<file path="src/rtl/uart_pkg.sv">
`default_nettype none
// ============================================================================
//  Module      : uart_pkg
//  Description : Shared receiver state encoding and oversampling indices.
//  Revision    : 1.0 - initial release
// ============================================================================
package uart_pkg;

    localparam int OVERSAMPLE = 16;

    localparam logic [3:0] c_IDX_S0  = 4'd7;
    localparam logic [3:0] c_IDX_S1  = 4'd8;
    localparam logic [3:0] c_IDX_S2  = 4'd9;
    localparam logic [3:0] c_IDX_END = 4'(OVERSAMPLE - 1);

    typedef enum logic [2:0] {
        ST_IDLE    = 3'd0,
        ST_START   = 3'd1,
        ST_DATA    = 3'd2,
        ST_PARITY  = 3'd3,
        ST_STOP    = 3'd4,
        ST_RECOVER = 3'd5
    } rx_state_e;

endpackage : uart_pkg
`default_nettype wire

</file>
<file path="src/rtl/uart_rx_sampler.sv">
`default_nettype none
// ============================================================================
//  Module      : uart_rx_sampler
//  Description : rx synchronizer and mid-bit 3-sample majority voter.
//  Revision    : 1.0 - initial release
// ============================================================================
module uart_rx_sampler
    import uart_pkg::*;
(
    input  logic       clk,
    input  logic       rst_n,
    input  logic       rx,
    input  logic       baud_tick,
    input  logic [3:0] tick_cnt,
    output logic       rx_s,
    output logic       bit_val
);

    logic [1:0] sync_q;
    logic [1:0] samp_q;

    always_ff @(posedge clk or negedge rst_n) begin
        if (!rst_n) begin
            sync_q <= 2'b11;
            samp_q <= 2'b11;
        end else begin
            sync_q <= {sync_q[0], rx};
            if (baud_tick && (tick_cnt == c_IDX_S0)) samp_q[0] <= sync_q[1];
            if (baud_tick && (tick_cnt == c_IDX_S1)) samp_q[1] <= sync_q[1];
        end
    end

    assign rx_s = sync_q[1];

    // Third vote is the live synchronized value, consumed on the index-9 tick.
    assign bit_val = (samp_q[0] & samp_q[1]) | (samp_q[0] & rx_s) | (samp_q[1] & rx_s);

endmodule : uart_rx_sampler
`default_nettype wire

</file>
<file path="src/rtl/uart_rx.sv">
`default_nettype none
// ============================================================================
//  Module      : uart_rx
//  Description : 16x-oversampled UART receiver with one-entry holding register.
//  Revision    : 1.0 - initial release
// ============================================================================
module uart_rx
    import uart_pkg::*;
#(
    parameter int unsigned DATA_BITS  = 8,
    parameter bit          PARITY_EN  = 1'b0,
    parameter bit          PARITY_ODD = 1'b0
) (
    input  logic                 clk,
    input  logic                 rst_n,
    input  logic                 rx,
    input  logic                 baud_tick,
    input  logic                 rx_en,
    output logic [DATA_BITS-1:0] rx_data,
    output logic                 rx_valid,
    input  logic                 rx_ready,
    output logic                 parity_err,
    output logic                 frame_err,
    output logic                 overrun_err
);

    localparam logic [2:0] c_LAST_BIT = 3'(DATA_BITS - 1);

    rx_state_e            state_q;
    logic [3:0]           tick_cnt_q;
    logic [2:0]           bit_cnt_q;
    logic [DATA_BITS-1:0] shreg_q;
    logic                 frame_perr_q;
    logic [DATA_BITS-1:0] data_q;
    logic                 valid_q;
    logic                 perr_q;
    logic                 ferr_q;
    logic                 oerr_q;

    logic w_rx_s;
    logic w_bit_val;
    logic w_decide;
    logic w_commit;
    logic w_pop;

    uart_rx_sampler u_sampler (
        .clk       (clk),
        .rst_n     (rst_n),
        .rx        (rx),
        .baud_tick (baud_tick),
        .tick_cnt  (tick_cnt_q),
        .rx_s      (w_rx_s),
        .bit_val   (w_bit_val)
    );

    assign w_decide = baud_tick && (tick_cnt_q == c_IDX_S2);
    assign w_commit = rx_en && (state_q == ST_STOP) && w_decide && w_bit_val;
    assign w_pop    = valid_q && rx_ready;

    always_ff @(posedge clk or negedge rst_n) begin
        if (!rst_n) begin
            state_q      <= ST_IDLE;
            tick_cnt_q   <= 4'd0;
            bit_cnt_q    <= 3'd0;
            shreg_q      <= '0;
            frame_perr_q <= 1'b0;
            ferr_q       <= 1'b0;
        end else begin
            ferr_q <= 1'b0;
            if (!rx_en) begin
                state_q    <= ST_IDLE;
                tick_cnt_q <= 4'd0;
            end else if (baud_tick) begin
                tick_cnt_q <= tick_cnt_q + 4'd1;
                case (state_q)
                    ST_IDLE: begin
                        // The detecting tick is index 0 of the start bit.
                        if (!w_rx_s) begin
                            state_q      <= ST_START;
                            tick_cnt_q   <= 4'd1;
                            bit_cnt_q    <= 3'd0;
                            frame_perr_q <= 1'b0;
                        end else begin
                            tick_cnt_q <= 4'd0;
                        end
                    end
                    ST_START: begin
                        if ((tick_cnt_q == c_IDX_S2) && w_bit_val) begin
                            state_q    <= ST_IDLE;
                            tick_cnt_q <= 4'd0;
                        end else if (tick_cnt_q == c_IDX_END) begin
                            state_q <= ST_DATA;
                        end
                    end
                    ST_DATA: begin
                        if (tick_cnt_q == c_IDX_S2)
                            shreg_q <= {w_bit_val, shreg_q[DATA_BITS-1:1]};
                        if (tick_cnt_q == c_IDX_END) begin
                            if (bit_cnt_q == c_LAST_BIT)
                                state_q <= PARITY_EN ? ST_PARITY : ST_STOP;
                            else
                                bit_cnt_q <= bit_cnt_q + 3'd1;
                        end
                    end
                    ST_PARITY: begin
                        if (tick_cnt_q == c_IDX_S2)
                            frame_perr_q <= w_bit_val ^ (^shreg_q) ^ PARITY_ODD;
                        if (tick_cnt_q == c_IDX_END)
                            state_q <= ST_STOP;
                    end
                    ST_STOP: begin
                        if (tick_cnt_q == c_IDX_S2) begin
                            tick_cnt_q <= 4'd0;
                            if (w_bit_val) begin
                                state_q <= ST_IDLE;
                            end else begin
                                state_q <= ST_RECOVER;
                                ferr_q  <= 1'b1;
                            end
                        end
                    end
                    ST_RECOVER: begin
                        // Wait out a break so a held-low line cannot retrigger.
                        tick_cnt_q <= 4'd0;
                        if (w_rx_s) state_q <= ST_IDLE;
                    end
                    default: begin
                        state_q    <= ST_IDLE;
                        tick_cnt_q <= 4'd0;
                    end
                endcase
            end
        end
    end

    always_ff @(posedge clk or negedge rst_n) begin
        if (!rst_n) begin
            data_q  <= '0;
            valid_q <= 1'b0;
            perr_q  <= 1'b0;
            oerr_q  <= 1'b0;
        end else begin
            oerr_q <= 1'b0;
            if (w_commit) begin
                if (!valid_q || rx_ready) begin
                    data_q  <= shreg_q;
                    perr_q  <= frame_perr_q;
                    valid_q <= 1'b1;
                end else begin
                    oerr_q <= 1'b1;
                end
            end else if (w_pop) begin
                valid_q <= 1'b0;
            end
        end
    end

    assign rx_data     = data_q;
    assign rx_valid    = valid_q;
    assign parity_err  = perr_q;
    assign frame_err   = ferr_q;
    assign overrun_err = oerr_q;

endmodule : uart_rx
`default_nettype wire

</file>
<file path="config.mk">
export PLATFORM = sky130hd
export DESIGN_NAME = uart_rx
export DESIGN_NICKNAME = d
export VERILOG_FILES = /design/src/rtl/uart_pkg.sv /design/src/rtl/uart_rx_sampler.sv /design/src/rtl/uart_rx.sv
export SDC_FILE = /design/constraint.sdc
export NUM_CORES = 1
export LEC_CHECK = 0
export CAP_MARGIN = 20
export CORE_MARGIN = 4
export CORE_UTILIZATION = 60
export CTS_BUF_LIST = sky130_fd_sc_hd__clkbuf_4 sky130_fd_sc_hd__clkbuf_8 sky130_fd_sc_hd__clkbuf_16
export DETAILED_ROUTE_END_ITERATION = 10
export PLACE_DENSITY = 0.89
export REMOVE_ABC_BUFFERS = 1
export SLEW_MARGIN = 20
export SYNTH_ARGS = -nofsm -noshare
export SYNTH_HDL_FRONTEND = slang
export SYNTH_HIERARCHICAL = 1
export SYNTH_SLANG_ARGS = --single-unit
</file>
<file path="constraint.sdc">
create_clock -name clk -period 3.34 [get_ports clk]
set_input_delay 0.668 -clock clk [delete_from_list [all_inputs] [get_ports clk]]
set_output_delay 0.668 -clock clk [all_outputs]
set_load 0.01 [all_outputs]
</file>
; Word-level counts from Yosys, hierarchy flattened
; Cells that the tools add are included.
[word_totals]
regBits = 35
in_bits = 6
output_inout_bits = 12
wordCells = 101
[classes]
addsub = 2
n_eq_ne = 23
muxes = 35
n_bitwise = 6
reduce_logical = 22
[op_table]
columns = operator, count
row1 = two-way mux 3 bit, 14
row2 = case mux 3 bit (6 select lines), 1
row3 = two-way mux 4 bit, 4
row4 = case mux 4 bit (4 select lines), 1
row5 = "inequality test 3 bit, second input constant", 5
row6 = two-way mux 1 bit, 13
row7 = "== test 4 bit, second input constant", 3
row8 = "inequality test 2 bit, second input constant", 5
row9 = "== test 3 bit, second input constant", 3
row10 = logical AND 1 bit, 8
row11 = AND reduction 8 bit, 1
row12 = parity 8 bit, 1
row13 = "== test 3 x 2 -> 1 bit, second input constant", 2
row14 = case mux 3 bit (2 select lines), 1
row15 = AND reduction 6 bit, 1
row16 = nonzero test 2 bit, 3
row17 = AND reduction 5 bit, 1
row18 = "adder 4 x 1 -> 4 bit, second input constant", 1
row19 = "== test 4 x 3 -> 1 bit, second input constant", 1
row20 = "inequality test 4 bit, second input constant", 1
row21 = AND reduction 2 bit, 2
row22 = AND reduction 4 bit, 1
row23 = "adder 3 x 1 -> 3 bit, second input constant", 1
row24 = bitwise AND 1 bit, 3
row25 = other kinds (10), 11

; Logic depth before layout (Yosys ltp)
[logic_depth]
ltp_word = 8
depth_mapped = 8
mapped_depth_nobuf = 7

; Hierarchy
; The synthesis kept the hierarchy.
[modules_own_cells]
columns = module, instances, cells_each, area_per_inst_um2, seq_area_each_um2
row1 = uart_rx, 1, 139, 1611.5, 775.7
row2 = uart_rx_sampler, 1, 11, 172.7, 105.1

; Least setup slack after synthesis
; No wires, ideal clock.
[synth_timing]
kind = input to register
start = in rx_en
end = reg shreg_q[0]
setup_time_ns = 0.125
arrival_time_ns = 1.807
t_required_ns = 3.215
setup_slack_ns = 1.409
stages = 4
n_path_buf = 1
path_cell_list = buf_2 nand2_1 nor3_2 mux2_2
[synth_via]
elab_chain_cells = 1
[synth_lines]
columns = element, line
row1 = from (decl), uart_rx.sv:18  ; input logic rx_en,
row2 = AND reduction 4 bit (no line), --
row3 = to (signal assigned), uart_rx.sv:97  ; shreg_q <= {w_bit_val, shreg_q[DATA_BITS-1:1]};
row4 = to (decl), uart_rx.sv:32  ; logic [DATA_BITS-1:0] shreg_q;
; Every way passes these cells.
; A chain may end at the register's enable or synchronous reset.

; Final worst setup path
[layout_timing]
start = in rx_en
end = reg data_q[4], in the netlist rx_data[4]
[layout_via]
elab_chain_cells = 4
[layout_lines]
columns = element, line
row1 = logical AND 1 bit (3 in a row), uart_rx.sv:57  ; assign w_commit = rx_en && (state_q == ST_STOP) && w_decide && w_bit_val;
row2 = AND reduction 2 bit (no line), --
row3 = to (signal assigned), uart_rx.sv:146  ; data_q <= shreg_q;
row4 = to (decl), uart_rx.sv:34  ; logic [DATA_BITS-1:0] data_q;
; Every way passes these cells.

==> out/results.tsv <==
stage	metric	value	unit
finish	Layout Cells excl Fill	199	
sta	Highest Clock Rate	405.2	MHz
sta	clk_skew	12.21	ps
clock_tree	root buffer cell	clkbuf_4	
sta	endpoints failing hold	0	
sta	Fin Setup TNS	0	ps
floorplan	Chip Height	62.53	um
routing	drt total wl	3.269	mm
floorplan	Initial Utilization	63.60	%
routing	via count	1194	
setup_path	slowest cell delay on critical path	690	ps
floorplan	I/O pin cnt	18	
clock_tree	CTS Sinks	35	
finish	most frequent cells in the layout	31 x dfrtp_1, 17 x clkdlybuf4s50_1, 14 x nand2_1	
floorplan	die width	62.53	um
setup_path	CP max-delay cell	clkdlybuf4s50_1	
setup_path	CP max FO	10	
place	Area after DPL	0.001948	mm2
synth	Syn Inst Count	150	
grt	largest net degree at the start of global routing	36	
finish	Filler cells	195	
finish	most common cell after layout, fill and taps aside	dfrtp_1	
clock_tree	CTS tree	done	
outcome	status	completed	
synth	synth warn	6	
routing	Wirelength per Cell	16.43	um
setup_path	Crit path buffers/inverters	1	
sta	Worst slew margin	56.49	%
setup_path	kind of critical path	primary input to register	
finish	multi-input logic area	832.0	um2
power	leakage power	0.9587	nW
place	Placed Cells	191	
clock_tree	hold_buf cts	0	
setup_path	CP arrival	2700	ps
synth	Synth Cell Area	0.001784	mm2
floorplan	Rows	19	
floorplan	Die ar.	0.003910	mm2
job	max-cap violation count	0	
power	worst-case vdd ir drop	0.4228	mV
synth	synth unique cells	42	
clock_tree	post_cts resized	0	
setup_path	CP Launch Type	primary input	
routing	drt first-iter violations	75	
finish	design area	0.002053	mm2
setup_path	kind of end point of the critical path	register	
synth	Seq/Total Area, Yosys	49.37	%
routing	Via density	6.000	
finish	share of layout cells above drive strength 1	22.62	%
sta	final setup fails	0	
grt	vias in the first global route	1236	
grt	total grt overflow	0	
clock_tree	TritonCTS Buffers	5	
place	post-DP HPWL	2.352	mm
routing	DRC	0	
clock_tree	setup bufs post-CTS	0	
routing	Detailed Routing Iterations Pass 1	5	
clock_tree	clock-pin slew on the worst setup and hold paths	100	ps
synth	Synth Area per Inst	11.89	um2
finish	FF/Latch Area	880.8	um2
routing	Post-DRT Antenna Nets	0	
clock_tree	Clock Latency Late Sink	350	ps
synth	Primary FF master, synth	dfrtp_1	
setup_path	cell breakdown of the critical path	clkdlybuf4s50_1 > nand2_1 > nor3_2 > and3_1 > mux2_4	
sta	RSZ-0062 raised after global routing	no	
grt	antenna violations before repair	0	
sta	Worst Max-Slew Pin Slew	649.1	ps
power	Power, Total	909.2	uW
grt	total track usage	19.28	%
synth	ys async rst share	100.0	%
finish	Total Nets Final	177	
sta	Max Slew Vio Count	0	
finish	ant diodes	0	
clock_tree	Clock Path Buffers	2	
synth	FF+latch count, synth	35	
place	PortBufs	17	
finish	Util after Layout	73.19	%
floorplan	Core Area	0.002805	mm2
clock_tree	H-tree depth	2	
power	PwrDens	442.8	mW/mm2
setup_path	Required @ worst endpoint	3580	ps
finish	Area growth, synth to finish	15.08	%
setup_path	Worst path top cell family by delay	simple AND/OR/NAND/NOR gates	
sta	Tmin final	2468	ps
grt	first-pass GRT wire length	5.844	mm
hold_path	worst hold-check path type	register to register	
place	routability cong.	0.8686	
synth	EDFF count, synth	0	
sta	final period utilization	73.89	%
==> kinds of logic after synthesis <==
kind of cell / share of synthesized area (%)
AOI/OAI and AO/OA: 8.766
adders and majority gates: 3.366
muxes: 15.85
buffers and inverters: 3.997
and+or+nand+nor: 14.45
xor gates and xnor gates: 4.207
DFF: 49.37
==> path summary, 6_finish.rpt <==
check | start | endpoint | slack, ps | cells past startpoint
worst max-delay path | rx_en | rx_data[4] | 870 | 5
worst min-delay path | u_sampler/sync_q[0] | u_sampler/sync_q[1] | 360 | 0
worst max register to register | state_q[1] | rx_data[4] | 1110 | 4
worst min register to register | u_sampler/sync_q[0] | u_sampler/sync_q[1] | 360 | 0
max in group asynchronous | rst_n | u_sampler/sync_q[0] | 2290 | 2
min in group asynchronous | rst_n | rx_data[6] | 700 | 2
==> Yosys cell counts, drive strengths merged (2+ instances only) <==
master | n | share of area (%)
and3 | 3 | 1.1
xor2 | 2 | 0.98
a31oi | 4 | 1.4
mux2i | 2 | 1.1
nor2 | 7 | 1.5
dfrtp | 31 | 43
nor3 | 7 | 2.5
xnor2 | 4 | 2.0
o21ai | 4 | 1.1
inv | 5 | 1.1
ha | 4 | 2.8
nand3 | 5 | 1.4
a21oi | 3 | 0.84
buf | 6 | 2.5
dfstp | 4 | 5.9
nand2 | 14 | 2.9
clkbuf | 2 | 0.42
o22ai | 3 | 1.1
a21o | 2 | 0.84
mux2 | 20 | 15
==> report_power, final <==
part / internal, mW / switching, mW / leakage (nW) / total [mW]
sequential: 0.434 / 0.0174 / 0.473 / 0.451
combinational: 0.0300 / 0.0456 / 0.435 / 0.0756
clock: 0.233 / 0.149 / 0.0514 / 0.382
total: 0.697 / 0.212 / 0.959 / 0.909
==> registers in the layout (all words and copies together), names as in the netlist <==
register,count
overrun_err,1
shreg_q,8
frame_err,1
u_sampler/sync_q,2
bit_cnt_q,3
rx_valid,1
state_q,3
rx_data,8
frame_perr_q,1
u_sampler/samp_q,2
parity_err,1
tick_cnt_q,4
==> routing by layer <==
| metal | share of wire (%) | global-route usage (%) | vias up |
|---|---|---|---|
| met1 | 43 | 24.30 | 577 |
| met4 | 1.9 | 8.264 | 0 |
| li1 | - | - | 566 |
| met3 | 6.3 | 7.014 | 7 |
| met2 | 49 | 29.83 | 44 |
| met5 | 0 | 0 | - |
==> cell type report <==
cell class                      instances  share of cell area [%]
Clock buffer                            5                   1.828
Clock inverter                          3                   3.291
Inverter                                5                  0.9141
Multi-Input combinational cell        102                   40.52
Sequential cell                        35                   42.90
Tap cell                               31                   1.889
Timing Repair Buffer                   18                   8.653
==> metrics by stage <==
stage	setup WS, ps	hold slack [ps]
after floorplan	1339	345.2
after global placement	598.5	346.8
after detailed placement	514.6	348.5
after CTS	903.2	364.5
after global routing	772.6	372.1
final	872.1	362.7
No activity file was read; power rests on OpenSTA's default activity.
